<file path="config.mk">
export PLATFORM = sky130hd
export DESIGN_NAME = dcache_sa_controller
export DESIGN_NICKNAME = d
export VERILOG_FILES = /design/src/rtl/dcache_pkg.sv /design/src/rtl/dcache_lru.sv /design/src/rtl/dcache_sa_controller.sv
export SDC_FILE = /design/constraint.sdc
export NUM_CORES = 1
export LEC_CHECK = 0
export BUFFER_PORTS_ARGS = -buffer_cell sky130_fd_sc_hd__buf_2
export CAP_MARGIN = 20
export CORE_MARGIN = 2
export CORE_UTILIZATION = 35
export CTS_CLUSTER_SIZE = 24
export DETAILED_ROUTE_END_ITERATION = 7
export GPL_ROUTABILITY_DRIVEN = 0
export PLACE_DENSITY = 0.61
export SYNTH_ARGS = -nofsm -noshare
export SYNTH_HDL_FRONTEND = slang
export SYNTH_SLANG_ARGS = --single-unit
</file>
<file path="constraint.sdc">
create_clock -name clock -period 4.4 [get_ports clock]
set_input_delay 0.22 -clock clock [delete_from_list [all_inputs] [get_ports clock]]
set_output_delay 0.22 -clock clock [all_outputs]
set_load 0.03 [all_outputs]
</file>
<file path="src/rtl/dcache_pkg.sv">
// Shared types and helpers for the set-associative data cache controller.
package dcache_pkg;

    typedef enum logic [1:0] {
        S_IDLE,
        S_WRITEBACK,
        S_FETCH,
        S_UPDATE
    } state_e;

    // Per-set replacement state is kept 3 bits wide so one encoding serves
    // 1, 2 and 4 ways (bit 0 only for 2 ways, full tree for 4 ways).
    localparam int LRU_W = 3;

    // Ceiling log2, usable in parameter expressions.
    function automatic int clog2(input int n);
        int r;
        for (r = 0; (1 << r) < n; r++) begin
        end
        return r;
    endfunction

    // Mark 'way' as most recently used.
    // 2 ways: bit 0 names the LRU way.
    // 4 ways: bit 0 picks the LRU half, bit 1 / bit 2 pick the LRU way
    // inside the low / high pair.
    function automatic logic [LRU_W-1:0] lru_touch(input int ways,
                                                   input logic [LRU_W-1:0] st,
                                                   input logic [1:0] way);
        logic [LRU_W-1:0] n;
        n = st;
        if (ways == 2) begin
            n[0] = ~way[0];
        end else if (ways == 4) begin
            n[0] = ~way[1];
            if (way[1]) n[2] = ~way[0];
            else        n[1] = ~way[0];
        end
        return n;
    endfunction

    // Way the replacement state currently points at.
    function automatic logic [1:0] lru_victim(input int ways,
                                              input logic [LRU_W-1:0] st);
        logic [1:0] v;
        v = 2'd0;
        if (ways == 2)      v = {1'b0, st[0]};
        else if (ways == 4) v = st[0] ? {1'b1, st[2]} : {1'b0, st[1]};
        return v;
    endfunction

endpackage

</file>
<file path="src/rtl/dcache_lru.sv">
// Per-set replacement state; one write port for updates, one read port for
// the victim of the set being looked up.
module dcache_lru
    import dcache_pkg::*;
#(
    parameter int SETS  = 4,
    parameter int WAYS  = 2,
    parameter int IDX_W = 2,
    parameter int WAY_W = 1
) (
    input  logic             clock,
    input  logic             reset,
    input  logic             upd_en,
    input  logic [IDX_W-1:0] upd_idx,
    input  logic [WAY_W-1:0] upd_way,
    input  logic [IDX_W-1:0] rd_idx,
    output logic [WAY_W-1:0] victim_way
);

    logic [LRU_W-1:0] lru_q [SETS];
    logic [LRU_W-1:0] lru_d;

    // Next state of the set being touched.
    always_comb begin
        lru_d = lru_touch(WAYS, lru_q[upd_idx], 2'(upd_way));
    end

    // Replacement storage; cleared by reset.
    always_ff @(posedge clock or posedge reset) begin
        if (reset) begin
            for (int s = 0; s < SETS; s++) lru_q[s] <= '0;
        end else if (upd_en) begin
            lru_q[upd_idx] <= lru_d;
        end
    end

    assign victim_way = WAY_W'(lru_victim(WAYS, lru_q[rd_idx]));

endmodule

</file>
<file path="src/rtl/dcache_sa_controller.sv">
// Set-associative write-back / write-allocate data cache controller.
// Optional DCACHE_STATS_EN adds saturating hit/miss/writeback counters.
module dcache_sa_controller
    import dcache_pkg::*;
#(
    parameter int ADDR_W      = 8,
    parameter int DATA_W      = 8,
    parameter int SETS        = 4,
    parameter int WAYS        = 2,
    parameter int BLOCK_WORDS = 4
) (
    input  logic                                  clock,
    input  logic                                  reset,
    input  logic                                  read,
    input  logic                                  write,
    input  logic [ADDR_W-1:0]                     address,
    input  logic [DATA_W-1:0]                     writedata,
    output logic [DATA_W-1:0]                     readdata,
    output logic                                  BUSY,
    output logic                                  mem_read,
    output logic                                  mem_write,
    output logic [ADDR_W-clog2(BLOCK_WORDS)-1:0]  mem_address,
    output logic [DATA_W*BLOCK_WORDS-1:0]         mem_writedata,
    input  logic [DATA_W*BLOCK_WORDS-1:0]         mem_readdata,
    input  logic                                  mem_BUSY
`ifdef DCACHE_STATS_EN
    ,
    output logic [31:0]                           hit_count,
    output logic [31:0]                           miss_count,
    output logic [15:0]                           wb_count
`endif
);

    localparam int OFF_W = clog2(BLOCK_WORDS);
    localparam int IDX_W = clog2(SETS);
    localparam int TAG_W = ADDR_W - IDX_W - OFF_W;
    localparam int BLK_W = DATA_W * BLOCK_WORDS;
    localparam int MA_W  = ADDR_W - OFF_W;
    localparam int WAY_W = (WAYS > 1) ? clog2(WAYS) : 1;

    logic [TAG_W-1:0] tag_a;
    logic [IDX_W-1:0] idx_a;
    logic [OFF_W-1:0] off_a;
    assign {tag_a, idx_a, off_a} = address;

    logic req;
    assign req = read | write;

    // Line storage
    logic [SETS-1:0][WAYS-1:0] valid_q, dirty_q;
    logic [TAG_W-1:0]          tag_q  [SETS][WAYS];
    logic [BLK_W-1:0]          data_q [SETS][WAYS];

    state_e           state_q, state_d;
    logic [WAY_W-1:0] victim_q, victim_d;
    logic             mem_read_q, mem_read_d, mem_write_q, mem_write_d;
    logic [MA_W-1:0]  mem_address_q, mem_address_d;
    logic [BLK_W-1:0] mem_writedata_q, mem_writedata_d;

    logic             hit;
    logic [WAY_W-1:0] hit_way, vict_sel, lru_way, way_sel;
    logic             found_inv;
    logic [BLK_W-1:0] hit_blk, blk_d;
    logic             hit_commit, fill, blk_we;

    // Tag compare across the ways of the addressed set.
    always_comb begin
        hit     = 1'b0;
        hit_way = '0;
        for (int w = 0; w < WAYS; w++) begin
            if (valid_q[idx_a][w] && tag_q[idx_a][w] == tag_a) begin
                hit     = 1'b1;
                hit_way = WAY_W'(w);
            end
        end
    end

    // Victim: lowest invalid way first, replacement state otherwise.
    always_comb begin
        vict_sel  = lru_way;
        found_inv = 1'b0;
        for (int w = 0; w < WAYS; w++) begin
            if (!found_inv && !valid_q[idx_a][w]) begin
                vict_sel  = WAY_W'(w);
                found_inv = 1'b1;
            end
        end
    end

    assign hit_blk    = data_q[idx_a][hit_way];
    assign BUSY       = (state_q != S_IDLE) || (req && !hit);
    assign readdata   = (read && !BUSY) ? hit_blk[off_a*DATA_W +: DATA_W] : '0;
    assign hit_commit = (state_q == S_IDLE) && req && hit;
    assign fill       = (state_q == S_UPDATE);
    assign blk_we     = fill || (hit_commit && write);
    assign way_sel    = fill ? victim_q : hit_way;

    // Block to store: fill data, or the hit block with the store merged in.
    always_comb begin
        blk_d = hit_blk;
        blk_d[off_a*DATA_W +: DATA_W] = writedata;
        if (fill) blk_d = mem_readdata;
    end

    // Miss sequencing and registered memory-side decodes of the next state.
    always_comb begin
        state_d  = state_q;
        victim_d = victim_q;
        case (state_q)
            S_IDLE: begin
                if (req && !hit) begin
                    victim_d = vict_sel;
                    state_d  = (valid_q[idx_a][vict_sel] && dirty_q[idx_a][vict_sel])
                               ? S_WRITEBACK : S_FETCH;
                end
            end
            S_WRITEBACK: if (!mem_BUSY) state_d = S_FETCH;
            S_FETCH:     if (!mem_BUSY) state_d = S_UPDATE;
            S_UPDATE:    state_d = S_IDLE;
            default:     state_d = S_IDLE;
        endcase

        mem_read_d      = (state_d == S_FETCH);
        mem_write_d     = (state_d == S_WRITEBACK);
        mem_address_d   = '0;
        mem_writedata_d = '0;
        if (state_d == S_WRITEBACK) begin
            mem_address_d   = {tag_q[idx_a][victim_d], idx_a};
            mem_writedata_d = data_q[idx_a][victim_d];
        end else if (state_d == S_FETCH) begin
            mem_address_d   = {tag_a, idx_a};
        end
    end

    // Controller state and memory-side outputs.
    always_ff @(posedge clock or posedge reset) begin
        if (reset) begin
            state_q         <= S_IDLE;
            victim_q        <= '0;
            mem_read_q      <= 1'b0;
            mem_write_q     <= 1'b0;
            mem_address_q   <= '0;
            mem_writedata_q <= '0;
        end else begin
            state_q         <= state_d;
            victim_q        <= victim_d;
            mem_read_q      <= mem_read_d;
            mem_write_q     <= mem_write_d;
            mem_address_q   <= mem_address_d;
            mem_writedata_q <= mem_writedata_d;
        end
    end

    assign mem_read      = mem_read_q;
    assign mem_write     = mem_write_q;
    assign mem_address   = mem_address_q;
    assign mem_writedata = mem_writedata_q;

    // Valid/dirty bits; a fill installs a clean line, a store hit dirties it.
    always_ff @(posedge clock or posedge reset) begin
        if (reset) begin
            valid_q <= '0;
            dirty_q <= '0;
        end else if (fill) begin
            valid_q[idx_a][victim_q] <= 1'b1;
            dirty_q[idx_a][victim_q] <= 1'b0;
        end else if (hit_commit && write) begin
            dirty_q[idx_a][hit_way] <= 1'b1;
        end
    end

    // Tag and data arrays; contents are meaningless until the valid bit is set.
    always_ff @(posedge clock) begin
        if (blk_we) data_q[idx_a][way_sel] <= blk_d;
        if (fill)   tag_q[idx_a][victim_q] <= tag_a;
    end

    dcache_lru #(
        .SETS  (SETS),
        .WAYS  (WAYS),
        .IDX_W (IDX_W),
        .WAY_W (WAY_W)
    ) u_lru (
        .clock      (clock),
        .reset      (reset),
        .upd_en     (hit_commit || fill),
        .upd_idx    (idx_a),
        .upd_way    (way_sel),
        .rd_idx     (idx_a),
        .victim_way (lru_way)
    );

`ifdef DCACHE_STATS_EN
    logic [31:0] hit_count_q, hit_count_d, miss_count_q, miss_count_d;
    logic [15:0] wb_count_q, wb_count_d;

    // Saturating event counters: completed hit, FETCH entry, WRITEBACK entry.
    always_comb begin
        hit_count_d  = hit_count_q;
        miss_count_d = miss_count_q;
        wb_count_d   = wb_count_q;
        if (hit_commit && hit_count_q != '1) hit_count_d = hit_count_q + 32'd1;
        if (state_d == S_FETCH && state_q != S_FETCH && miss_count_q != '1)
            miss_count_d = miss_count_q + 32'd1;
        if (state_d == S_WRITEBACK && state_q != S_WRITEBACK && wb_count_q != '1)
            wb_count_d = wb_count_q + 16'd1;
    end

    // Counter registers.
    always_ff @(posedge clock or posedge reset) begin
        if (reset) begin
            hit_count_q  <= '0;
            miss_count_q <= '0;
            wb_count_q   <= '0;
        end else begin
            hit_count_q  <= hit_count_d;
            miss_count_q <= miss_count_d;
            wb_count_q   <= wb_count_d;
        end
    end

    assign hit_count  = hit_count_q;
    assign miss_count = miss_count_q;
    assign wb_count   = wb_count_q;
`endif

endmodule

</file>
==> qor.csv, run 1 <==
stage;metric;value;unit
sta;Min Hold Slack;0.0477;ns
yosys;simple-gate share of the synthesized area;5.90;%
yosys;XOR/XNOR Fraction of Synth Area;0.483;%
floorplan;I/O pin count;102;
setup_path;r2r setup slk;0.91;ns
yosys;Post-Syn Area per Cell;16.6;sq um
drt;Wirelength per Cell;23.6;um
yosys;post-synthesis mux area share;16.2;%
setup_path;Critical Path End;readdata[2];
power;switching power;2.70;mW
yosys;post-synthesis register bit count;351;
finish;area delta synth->final;16.8;%
sta;final slew viol count;0;
yosys;asr flop ratio synth;17.9;%
setup_path;Worst Setup SP;tag_q[3][2];
power;Comb power frac;20.0;%
setup_path;worst endpoint data arrival time;3.81;ns
sta;Final setup viols;0;
drt;DRT antenna net count;0;
finish;fraction of layout cells with a size suffix above 1;28.8;%
power;total power;9.29;mW
clock_network;Inserted Clock Buffers;36;
global_routing;grt total ovfl;0;
clock_network;setup bufs post-CTS;0;
yosys;Cell variety after synth;36;
clock_network;worst-case clock buffer depth;3;
setup_path;CP Class;flop to primary output;
hold_path;worst min path class;input pin to flop;
drt;DRT Pass-1 Iters;5;
finish;commonest cells after routing, fill and taps aside;edfxtp_1 (288), buf_2 (100), a21oi_1 (96);
clock_network;Skew-Pair Late Insertion Delay;0.53;ns
finish;commonest non-fill, non-tap cell in the layout;edfxtp_1;
floorplan;Core Rows;74;
sta;Final Hold Viols;0;
clock_network;H-tree levels;2;
floorplan;DIE AREA;43100;sq um
setup_path;Critical Path RT;4.18;ns
floorplan;Starting Density;35.5;%
setup_path;CP Capture Type;primary output;
yosys;Synth Flop Type;edfxtp_1;
yosys;Syn Nets;931;
clock_network;# resized after CTS;0;
setup_path;reg2reg end;mem_writedata[4];
power;Seq pwr share;46.2;%
clock_network;clk slew on worst S/H paths;0.06;ns
global_routing;initial antenna violation count;0;
clock_network;clock sink total;351;
power;Switching Share;29.1;%
power;Peak VDD IR;0.000291;V
sta;FMAX;248;MHz
placed_design;Placed Area;15700;sq um
floorplan;Die H;208;um
yosys;main combinational cell family by area after synthesis;multiplexers;
clock_network;CTS root buffer;clkbuf_16;
sta;Final Cycle Share;91.5;%
power;Pwr Density;548;nW/um^2
placed_design;number of port buffers;101;
yosys;synthesized area;14500;sq um
floorplan;core outline area;40900;sq um
finish;post-route cell area;16900;sq um
power;Clk pwr share;33.9;%
yosys;Synth area leader;edfxtp_1;
drt;DR vias/cell;5.36;
finish;ANT cells;0;
global_routing;largest net degree at the start of global routing;69;
sta;Tmin final;4.03;ns
yosys;Synth top area share;59.6;%
floorplan;chip width;208;um
yosys;number of flops mapped to enable cells by yosys;288;
clock_network;hold buffers post-CTS;2;
drt;Detailed Route Iter0 Violations;669;
yosys;top post-synthesis cells by area;edfxtp_1 (60%), mux4_2 (13%), dfrtp_1 (11%), a21oi_1 (3.3%), mux2i_1 (2.6%);
setup_path;crit path max fanout;25;
yosys;Synth Area in Adders;0.431;%
setup_path;R2R depth;9;
yosys;Seq/Total Area, Yosys;70.4;%
placed_design;hpwl dp;23.1;mm
finish;final net count;1046;
global_routing;first-pass GRT wire length;54.7;mm
setup_path;worst r2r src;tag_q[3][2];
clock_network;CTS tree;yes;
drt;vias;8291;
global_routing;vias in the first global route;8424;
yosys;Compound-Gate Fraction of Synth Area;4.56;%
power;Pint;6.59;mW
power;leak pwr;5.98;nW
sta;Max transition margin;27.5;%
sta;slew of the pin with the lowest slew margin;1.09;ns
sta;RSZ-0062 raised after global routing;false;
drt;drt drc;0;
setup_path;crit path launch type;flop;
status;run status;completed;
yosys;synth warn;0;
sta;setup TNS;0;ns
drt;DRT Wirelength;36.5;mm
run;max_cap viols;0;
yosys;Synth Instances;873;
global_routing;Overall Global Routing Usage;17.0;%
finish;Core Util, Final;41.4;%
finish;fill count;3743;
sta;clock skew;0.0256;ns
==> registers in the layout, indices dropped and copies added, names as in the netlist <==
signal and cells:
tag_q 32, state_q 2, u_lru.lru_q 4, mem_write 1, mem_writedata 32, valid_q 8
victim_q 1, mem_address 6, mem_read 1, data_q 256, dirty_q 8
==> per-stage QoR <==
step / worst slack (ns) / instances
2_1_floorplan: 0.634 / 873
3_3_place_gp: 0.532 / 1479
3_5_place_dp: 0.499 / 1480
4_1_cts: 0.382 / 1548
5_1_grt: 0.285 / 1548
6_report: 0.373 / 1548
==> critical path, stage by stage, from the launching register on <==
cell,delay [ns]
edfxtp_1,0.35
mux4_2,0.52
xnor2_1,0.18
nand3_1,0.21
nor2_8,0.56
buf_12,0.25
mux2i_1,0.54
mux4_2,0.36
nor2_1,0.06
buf_2,0.21
==> cell type report <==
| type | count | area [sq um] | area share (%) |
|---|---|---|---|
| flip-flops and latches | 351 | 10200 | 60.3 |
| multi-input cells | 466 | 4070 | 24.0 |
| clock buffers | 49 | 1020 | 6.03 |
| repair buffers | 124 | 723 | 4.27 |
| well taps | 532 | 666 | 3.93 |
| clock inverters | 17 | 208 | 1.23 |
| inverters | 9 | 37.5 | 0.221 |
==> power groups by stage <==
| stage | sequential (mW) | clock (mW) | combinational [mW] |
|---|---|---|---|
| 5_1_grt | 4.32 | 3.33 | 2.03 |
| 2_1_floorplan | 4.44 | 0 | 1.14 |
| 3_3_place_gp | 4.35 | 0 | 1.83 |
| 4_1_cts | 4.29 | 3.21 | 1.88 |
| 6_report | 4.29 | 3.15 | 1.86 |
| 3_5_place_dp | 4.36 | 0 | 1.87 |
==> synthesized netlist by cell type (2+ instances only) <==
| cell type | instances |
|---|---|
| ha_1 | 5 |
| xor2_1 | 3 |
| nor3_1 | 2 |
| nor2_1 | 97 |
| a21boi_0 | 3 |
| o2bb2ai_1 | 4 |
| a21oi_1 | 96 |
| edfxtp_1 | 288 |
| o221ai_1 | 2 |
| and2_1 | 2 |
| buf_2 | 11 |
| clkbuf_1 | 23 |
| or2_2 | 9 |
| nor4bb_1 | 2 |
| buf_6 | 7 |
| xnor2_1 | 5 |
| nand3_1 | 6 |
| nand2b_1 | 3 |
| inv_2 | 2 |
| buf_4 | 2 |
| buf_1 | 4 |
| mux2_2 | 4 |
| dfrtp_1 | 63 |
| nand2_1 | 76 |
| o21ai_0 | 18 |
| mux4_2 | 85 |
| inv_1 | 6 |
| mux2i_1 | 37 |
==> worst min path at each step <==
stage,from,end,cells past startpoint
3_3_place_gp,reset,valid_q[3],2
2_1_floorplan,address[4],tag_q[0][0],0
5_1_grt,address[7],tag_q[2][7],1
6_report,address[7],tag_q[2][7],1
3_5_place_dp,reset,valid_q[3],2
4_1_cts,address[7],tag_q[2][7],1
==> metal layers <==
layer | global-route usage (%) | up-vias | part of all wire, % | wire length [um]
met5 | 0 | - | 0 | 0
met4 | 5.65 | 0 | 2.8 | 1040
met3 | 2.80 | 59 | 6.1 | 2230
met2 | 26.9 | 325 | 47 | 17300
met1 | 24.0 | 4309 | 44 | 16000
li1 | - | 3598 | - | -
==> cell families (layout without fill, tap and decap cells) <==
logic type                 after synthesis  in the layout
DFF                                    351            351
and+or+nand+nor                        201            201
AOI/OAI and AO/OA                      125            125
muxes                                  127            127
adders and majority gates                5              5
buffers and inverters                   56            199
xor gates and xnor gates                 8              8
Note: power is estimated with default switching activity, not from simulation.
==> run 2, diff against run 1 <==
--- a/config.mk
+++ b/config.mk
@@ -14,5 +14,7 @@
 export GPL_ROUTABILITY_DRIVEN = 0
 export PLACE_DENSITY = 0.61
+export SLEW_MARGIN = 10
 export SYNTH_ARGS = -nofsm -noshare
 export SYNTH_HDL_FRONTEND = slang
+export SYNTH_HIERARCHICAL = 1
 export SYNTH_SLANG_ARGS = --single-unit
==> constraint.sdc (replaced) <==
create_clock -name clock -period 4.4 [get_ports clock]
set_input_delay 0.22 -clock clock [delete_from_list [all_inputs] [get_ports clock]]
set_output_delay 0.22 -clock clock [all_outputs]
set_load 0.01 [all_outputs]
==> qor.csv, run 2 <==
stage;metric;value;unit
global_routing;initial antenna violation count;1;
finish;fraction of layout cells with a size suffix above 1;29.0;%
sta;Tmin final;3.84;ns
placed_design;Placed Instances;1486;
sta;FMAX;260;MHz
sta;Final Hold Viols;0;
finish;largest register by flop count;data_q;
sta;clock skew;0.0236;ns
drt;DR vias/cell;5.37;
floorplan;chip width;208;um
clock_network;clock sink total;351;
global_routing;first-pass GRT wire length;55.2;mm
floorplan;DIE AREA;43100;sq um
sta;PnR worst setup slack;0.556;ns
sta;Max transition margin;25.4;%
clock_network;H-tree levels;2;
finish;Core Util, Final;41.5;%
run;max_cap viols;0;
sta;setup TNS;0;ns
yosys;synthesized area;14500;sq um
finish;area delta synth->final;17.1;%
power;Seq pwr share;46.4;%
yosys;most frequent cell after synthesis;edfxtp_1;
clock_network;CTS tree;yes;
power;Switching Share;28.5;%
sta;Min Hold Slack;0.0594;ns
floorplan;Starting Density;35.5;%
placed_design;number of port buffers;101;
global_routing;grt total ovfl;0;
yosys;Seq/Total Area, Yosys;70.4;%
setup_path;CP Class;flop to primary output;
yosys;asr flop ratio synth;17.9;%
finish;max reg flops;256;
finish;ANT cells;0;
power;Comb power frac;19.5;%
setup_path;CP Capture Type;primary output;
clock_network;clk slew on worst S/H paths;0.06;ns
power;switching power;2.64;mW
status;run status;completed;
drt;DRT antenna net count;0;
drt;DRT Pass-1 Iters;5;
drt;vias;8342;
yosys;Post-synth top cells;edfxtp_1 (288), a21oi_1 (97), nor2_1 (91), mux4_2 (85), nand2_1 (74);
setup_path;crit path max fanout;24;
clock_network;Skew-Pair Late Insertion Delay;0.53;ns
yosys;Synth top area share;59.6;%
power;Pwr Density;545;nW/um^2
yosys;synth warn;6;
finish;fill count;3697;
clock_network;setup bufs post-CTS;0;
drt;Wirelength per Cell;23.9;um
power;Clk pwr share;34.1;%
placed_design;hpwl dp;23.7;mm
yosys;Cell variety after synth;41;
clock_network;Inserted Clock Buffers;36;
finish;post-route cell area;17000;sq um
floorplan;I/O pin count;102;
finish;commonest non-fill, non-tap cell in the layout;edfxtp_1;
sta;Final Cycle Share;87.4;%
global_routing;vias in the first global route;8356;
placed_design;Placed Area;15800;sq um
setup_path;Critical Path RT;4.18;ns
power;Peak VDD IR;0.000343;V
placed_design;dpl ws;0.924;ns
drt;Detailed Route Iter0 Violations;700;
sta;slew of the pin with the lowest slew margin;1.11;ns
yosys;top post-synthesis cells by area;edfxtp_1 (60%), mux4_2 (13%), dfrtp_1 (11%), a21oi_1 (3.3%), mux2i_1 (2.7%);
sta;Final setup viols;0;
global_routing;largest net degree at the start of global routing;67;
yosys;Synth Instances;878;
yosys;Syn Nets;936;
yosys;Synth Flop Type;edfxtp_1;
drt;drt drc;0;
yosys;Synth area leader;edfxtp_1;
power;leak pwr;6.00;nW
floorplan;core outline area;40900;sq um
floorplan;Core Rows;74;
finish;final net count;1052;
setup_path;crit path launch type;flop;
power;total power;9.27;mW
finish;commonest cells after routing, fill and taps aside;edfxtp_1 (288), buf_2 (99), a21oi_1 (96);
floorplan;Die H;208;um
global_routing;Overall Global Routing Usage;17.1;%
yosys;number of flops mapped to enable cells by yosys;288;
hold_path;worst min path class;input pin to flop;
clock_network;CTS root buffer;clkbuf_16;
yosys;Post-Syn Area per Cell;16.5;sq um
power;Pint;6.63;mW
sta;final slew viol count;0;
yosys;post-synthesis register bit count;351;
clock_network;worst-case clock buffer depth;3;
finish;Post-Layout Cell Count;1554;
sta;RSZ-0062 raised after global routing;false;
drt;DRT Wirelength;37.1;mm
setup_path;worst endpoint data arrival time;3.62;ns
==> run 2: repair_timing <==
| action | in CTS | in global routing |
|---|---|---|
| hold endpoints to repair | 32 | 0 |
| hold buffers | 2 | 0 |
| resized for setup | 0 | 0 |
==> run 2: critical path: stages, from the launching register on <==
cell and delay [ns]:
edfxtp_1 0.41, mux4_2 0.50, xnor2_1 0.17, nand3_1 0.14, nor3_4 0.23, buf_4 0.46, mux2i_1 0.29, mux4_2 0.51
nor2_1 0.18, buf_2 0.18
==> run 2: worst paths after layout <==
check                      depth (start not counted)              to  slack (ns)   startpoint
min in group asynchronous                          3  u_lru/lru_q[3]        0.15        reset
max in group asynchronous                          4      valid_q[1]        3.07        reset
max                                                9     readdata[0]        0.56  tag_q[0][2]
min                                                1     tag_q[0][4]        0.06   address[4]
max reg2reg                                        9   data_q[1][12]        1.09  tag_q[0][2]
min reg2reg                                        1      valid_q[0]        0.47   valid_q[0]
==> run 2: cell type report <==
type                            count  area (sq um)  area share [%]
Clock inverter                     18           231            1.36
Multi-Input combinational cell    467          4100            24.1
Timing Repair Buffer              127           748            4.40
Sequential cell                   351         10200            60.2
Clock buffer                       48           987            5.81
Tap cell                          532           666            3.92
Inverter                           11          41.3           0.243
==> run 2: logic make-up after synthesis <==
kind of cell,after synthesis,synth area share [%]
AOI/OAI and AO/OA,126,4.56
adders and majority gates,5,0.431
DFF,351,70.4
buffers and inverters,60,1.90
and+or+nand+nor,202,6.10
muxes,126,16.1
xor gates and xnor gates,8,0.483
==> run 2: layer usage <==
metal  GRT usage [%]  vias to the layer above  share of wire, %
li1                -                     3607                 -
met1            25.0                     4331                45
met2            25.9                      346                45
met3            3.54                       56               7.7
met4            5.11                        2               2.4
met5               0                        -             0.019
==> run 2: power groups by stage <==
stage / combinational [mW] / clock (mW) / sequential [mW]
after floorplan: 1.13 / 0 / 4.35
after global placement: 1.77 / 0 / 4.36
after detailed placement: 1.81 / 0 / 4.37
after CTS: 1.82 / 3.21 / 4.30
after global routing: 1.98 / 3.34 / 4.33
final: 1.80 / 3.16 / 4.30
